### config.mk
export PLATFORM = sky130hd
export DESIGN_NAME = pix_uart_rx
export DESIGN_NICKNAME = d
export VERILOG_FILES = /design/src/rtl/pix_uart_rx.sv
export SDC_FILE = /design/constraint.sdc
export NUM_CORES = 1
export LEC_CHECK = 0
export BUFFER_PORTS_ARGS = -buffer_cell sky130_fd_sc_hd__buf_4
export CELL_PAD_IN_SITES_DETAIL_PLACEMENT = 1
export CELL_PAD_IN_SITES_GLOBAL_PLACEMENT = 1
export CORE_UTILIZATION = 46
export DETAILED_ROUTE_END_ITERATION = 8
export PLACE_DENSITY = 0.91
export SYNTH_ARGS = -nofsm -noshare
export SYNTH_HDL_FRONTEND = slang
export SYNTH_SLANG_ARGS = --single-unit
### constraint.sdc
create_clock -name i_clk -period 4.95 [get_ports i_clk]
set_clock_uncertainty 0.05 [all_clocks]
set_input_delay 0.2475 -clock i_clk [delete_from_list [all_inputs] [get_ports i_clk]]
set_output_delay 0.2475 -clock i_clk [all_outputs]
set_load 0.01 [all_outputs]
### src/rtl/pix_uart_rx.sv
// 8N1 UART receiver feeding the pixel frame buffer write port: one-cycle
// byte strobe per good frame, framing-error strobe plus saturating error count.
module pix_uart_rx #(
    parameter int CLKS_PER_BIT = 868,
    parameter int D_BITS       = 8
) (
    input  logic              i_clk,
    input  logic              i_rst,
    input  logic              i_rx,
    output logic [D_BITS-1:0] o_data,
    output logic              o_valid,
    output logic              o_busy,
    output logic              o_frame_err,
    output logic [15:0]       o_err_cnt
);
    localparam int HALF = CLKS_PER_BIT / 2;
    localparam int CW   = $clog2(CLKS_PER_BIT);
    localparam int IW   = $clog2(D_BITS) + 1;
    localparam logic [CW-1:0] CNT_HALF = CW'(HALF - 1);
    localparam logic [CW-1:0] CNT_LAST = CW'(CLKS_PER_BIT - 1);
    localparam logic [IW-1:0] IDX_LAST = IW'(D_BITS - 1);

    typedef enum logic [2:0] {IDLE, START, DATA, STOP, BREAK} state_t;

    state_t            state, state_next;
    logic [1:0]        sync;
    logic              rx_s;
    logic [CW-1:0]     cnt, cnt_next;
    logic [IW-1:0]     idx, idx_next;
    logic [D_BITS-1:0] shift, shift_next;
    logic [D_BITS-1:0] data_next;
    logic              valid_next, ferr_next;
    logic [15:0]       err_cnt, err_cnt_next;

    assign rx_s      = sync[1];
    assign o_busy    = (state != IDLE);
    assign o_err_cnt = err_cnt;

    always_ff @(posedge i_clk) begin
        if (i_rst) begin
            sync        <= 2'b11;
            state       <= IDLE;
            cnt         <= '0;
            idx         <= '0;
            shift       <= '0;
            o_data      <= '0;
            o_valid     <= 1'b0;
            o_frame_err <= 1'b0;
            err_cnt     <= '0;
        end else begin
            sync        <= {sync[0], i_rx};
            state       <= state_next;
            cnt         <= cnt_next;
            idx         <= idx_next;
            shift       <= shift_next;
            o_data      <= data_next;
            o_valid     <= valid_next;
            o_frame_err <= ferr_next;
            err_cnt     <= err_cnt_next;
        end
    end

    // Counter restarts at each decision point so every sample lands mid-bit.
    always_comb begin
        state_next   = state;
        cnt_next     = cnt;
        idx_next     = idx;
        shift_next   = shift;
        data_next    = o_data;
        valid_next   = 1'b0;
        ferr_next    = 1'b0;
        err_cnt_next = err_cnt;
        case (state)
            IDLE: begin
                if (!rx_s) begin
                    state_next = START;
                    cnt_next   = '0;
                end
            end
            START: begin
                if (cnt == CNT_HALF) begin
                    cnt_next = '0;
                    if (!rx_s) begin
                        state_next = DATA;
                        idx_next   = '0;
                    end else begin
                        state_next = IDLE;
                    end
                end else begin
                    cnt_next = cnt + CW'(1);
                end
            end
            DATA: begin
                if (cnt == CNT_LAST) begin
                    cnt_next   = '0;
                    shift_next = {rx_s, shift[D_BITS-1:1]};
                    idx_next   = idx + IW'(1);
                    if (idx == IDX_LAST) state_next = STOP;
                end else begin
                    cnt_next = cnt + CW'(1);
                end
            end
            STOP: begin
                if (cnt == CNT_LAST) begin
                    cnt_next = '0;
                    if (rx_s) begin
                        data_next  = shift;
                        valid_next = 1'b1;
                        state_next = IDLE;
                    end else begin
                        ferr_next  = 1'b1;
                        if (err_cnt != 16'hFFFF) err_cnt_next = err_cnt + 16'd1;
                        state_next = BREAK;
                    end
                end else begin
                    cnt_next = cnt + CW'(1);
                end
            end
            // A held-low line must go high before another start can be seen.
            BREAK: begin
                if (rx_s) state_next = IDLE;
            end
            default: state_next = IDLE;
        endcase
    end
endmodule
==> results.tsv <==
stage	metric	value	unit
yosys	Post-Synthesis Net Count	299	
global_routing	grt total ovfl	0	
clock_tree	CTS tree	yes	
yosys	Synth Flop Type	dfxtp_1	
die	Starting Density	48.3	%
min_path	min-delay src	i_rx	
layout	final net count	321	
worst_setup_path	Arrival @ worst endpoint	2.82	ns
layout	P&R area growth vs syn	15.0	%
layout	fillcell total	648	
clock_tree	Reg clk slew, reported paths	0.10	ns
worst_setup_path	crit path kind	flip-flop to flip-flop	
power	Sw Ratio	20.9	%
placement	Port Buffer Count	29	
clock_tree	number of H-tree levels	2	
yosys	top area cells in the synthesized netlist	dfxtp_1 (43%), nor2_1 (5.3%), a21oi_1 (4.6%)	
power	P_int	0.000637	W
die	row count	26	
yosys	EDFF count, synth	0	
sta	Post-Route Setup TNS	0	ns
placement	placed cells	377	
worst_setup_path	max incr delay on CP	0.56	ns
sta	endpoints failing setup	0	
sta	unrepaired setup endpoints after global routing	no	
sta	Final Hold Viols	0	
worst_setup_path	CP endpoint kind	flip-flop	
clock_tree	Clock Tree Root	clkbuf_8	
placement	Final Wtd Congestion	0.796	
clock_tree	CTS max path bufs	2	
sta	Max Freq	381	MHz
worst_setup_path	cell chain of the critical path	ha_1 > and4b_1 > and4_1 > and3_1 > or4b_1 > a21oi_1	
worst_setup_path	Crit path required time	5.14	ns
worst_setup_path	Slowest cell on crit path	and4_1	
placement	DP HPWL	4370	um
power	Flop pwr share	53.5	%
layout	Inserted Diodes	0	
clock_tree	# Post-CTS Setup Buffers	0	
yosys	Synth Cell Area	2480	um^2
yosys	synthesized flop and latch total	53	
worst_setup_path	CP Launch Type	flip-flop	
worst_setup_path	crit path max fanout	14	
global_routing	largest net degree at the start of global routing	48	
yosys	Synth top area share	42.8	%
layout	fraction of layout cells with a size suffix above 1	15.2	%
detailed_routing	post-route DRC violation count	0	
yosys	Distinct cells, synth	54	
power	Lkg Pwr	1.01	nW
die	Die Wd	75.4	um
detailed_routing	Detailed Route Iter0 Violations	146	
min_path	Hold WC Path Type	input port to flip-flop	
sta	Tcrit/Tclk final	53.0	%
die	Die Area	5690	um^2
die	I/O Pins	30	
global_routing	total track usage	24.3	%
clock_tree	post-CTS sizing	0	
layout	Finished Layout Cells	385	
yosys	synthesized area per cell	8.50	um^2
sta	final max-slew violation count	0	
sta	worst slew pin tran	1.02	ns
sta	relative slew slack	31.6	%
power	Psw	0.000168	W
sta	Final min period	2.63	ns
detailed_routing	wire length per cell	16.8	um
yosys	synthesized instance count	292	
run_status	status	finished clean	
detailed_routing	total number of vias	2240	
yosys	Synth Warn #	0	
power	Comb power frac	2.4	%
detailed_routing	antenna-violating nets left	0	
detailed_routing	WL final	6460	um
worst_setup_path	worst reg2reg path startpoint	cnt[0]	
clock_tree	worst-skew pair later-pin latency	0.31	ns
clock_tree	CTS Sinks	53	
global_routing	first-pass GRT wire length	10400	um
yosys	largest area contributor in the netlist	dfxtp_1	
power	VDD IR max	0.000158	V
yosys	sequential area share after synthesis	42.8	%
global_routing	initial antenna violation count	0	
yosys	FFs w/ async S/R, synth	0	%
yosys	commonest cells in the netlist	dfxtp_1 (53), nor2_1 (35), a21oi_1 (23), nand2_1 (23), nand3_1 (22)	
power	clock network power share	44.1	%
yosys	most numerous cell in the Yosys netlist	dfxtp_1	
worst_setup_path	critical path startpoint	cnt[0]	
clock_tree	Hold Buf Count CTS	0	
die	Core Area	5140	um^2
flow_run	Max-Cap Viols	0	
clock_tree	CTS buffer count	5	
die	die height	75.4	um
detailed_routing	vias per inst	5.82	
detailed_routing	first drt pass iteration count	4	
power	Pwr per Cell Area	282	nW/um^2
global_routing	vias in the first global route	2214	
## placed cells by master (no fill, tap or decap), types with 2 or more instances in the layout
master / n
dfxtp_1: 53
nor2_1: 35
buf_4: 29
nand2_1: 23
a21oi_1: 23
nand3_1: 22
o21ai_0: 15
or3_1: 11
mux2i_1: 11
inv_1: 9
nand4_1: 8
clkbuf_8: 5
or2_2: 4
or4_1: 4
nor4_1: 4
ha_1: 4
a31oi_1: 3
and3_1: 3
o2bb2ai_1: 3
a22oi_1: 3
and3b_1: 2
a21o_1: 2
nor3_1: 2
nand3b_1: 2
xor2_1: 2
o311ai_0: 2
a211o_1: 2
bufinv_16: 2
## metrics by stage
step / utilization (%) / power [W] / hold slack (ns) / setup slack, ns / instance area (um^2)
finish: 55.5 / 0.000805 / 0.0633 / 2.32 / 2850
global route: 55.5 / 0.000830 / 0.0553 / 2.20 / 2850
CTS: 55.5 / 0.000809 / 0.0625 / 2.34 / 2850
detailed placement: 52.8 / 0.000459 / 0.353 / 2.43 / 2720
global placement: 52.8 / 0.000458 / 0.345 / 2.58 / 2720
floorplan: - / 0.000454 / 0.301 / 2.89 / 2480
## logic make-up after synthesis
kind of cell / Yosys count / share of synthesized area (%)
flip-flops: 53 / 42.8
multiplexers: 12 / 4.89
buffers and inverters: 23 / 4.24
AND/OR/NAND/NOR: 134 / 29.1
adder cells (fa/ha/maj): 4 / 2.02
XOR/XNOR: 3 / 1.06
AO/OA/AOI/OAI: 63 / 15.9
## state kept, by name (all words and copies together) (netlist names)
name and flops:
cnt 10, idx 4, o_data 8, o_err_cnt 16, o_frame_err 1, o_valid 1, shift 8, state 3
sync 2
## power groups by stage
stage | combinational [W] | clock, W | sequential, W
2_1_floorplan | 0.0000161 | 0 | 0.000438
3_3_place_gp | 0.0000184 | 0 | 0.000440
3_5_place_dp | 0.0000191 | 0 | 0.000440
4_1_cts | 0.0000193 | 0.000360 | 0.000430
5_1_grt | 0.0000213 | 0.000378 | 0.000431
6_report | 0.0000192 | 0.000355 | 0.000430
## per-layer routing
| layer | global-route usage, % | share of wire [%] | vias to the layer above |
|---|---|---|---|
| li1 | - | - | 1105 |
| met1 | 30.1 | 46 | 1092 |
| met2 | 42.4 | 50 | 31 |
| met3 | 3.70 | 2.0 | 12 |
| met4 | 9.47 | 2.1 | 0 |
| met5 | 0 | 0 | - |
## final timing paths
check / end / slack, ns / depth (start not counted)
max: o_err_cnt[6] / 2.32 / 6
min: sync[0] / 0.06 / 2
max reg2reg: o_err_cnt[6] / 2.32 / 6
min reg2reg: sync[1] / 0.37 / 1
## worst max-delay path, delay by kind of cell (launching register included)
family | cells | cell delay (ns)
AOI/OAI and AO/OA | 1 | 0.18
adders and majority gates | 1 | 0.26
DFF | 1 | 0.41
and+or+nand+nor | 4 | 1.66
## layout make-up
class / count / area, um^2 / area share (%)
flip-flops and latches: 53 / 1060 / 37.2
repair buffers: 29 / 218 / 7.63
multi-input cells: 216 / 1320 / 46.1
clock buffers: 5 / 68.8 / 2.41
inverters: 9 / 33.8 / 1.18
well taps: 70 / 87.6 / 3.07
clock inverters: 3 / 68.8 / 2.41
No activity file was read; power rests on OpenSTA's default activity.
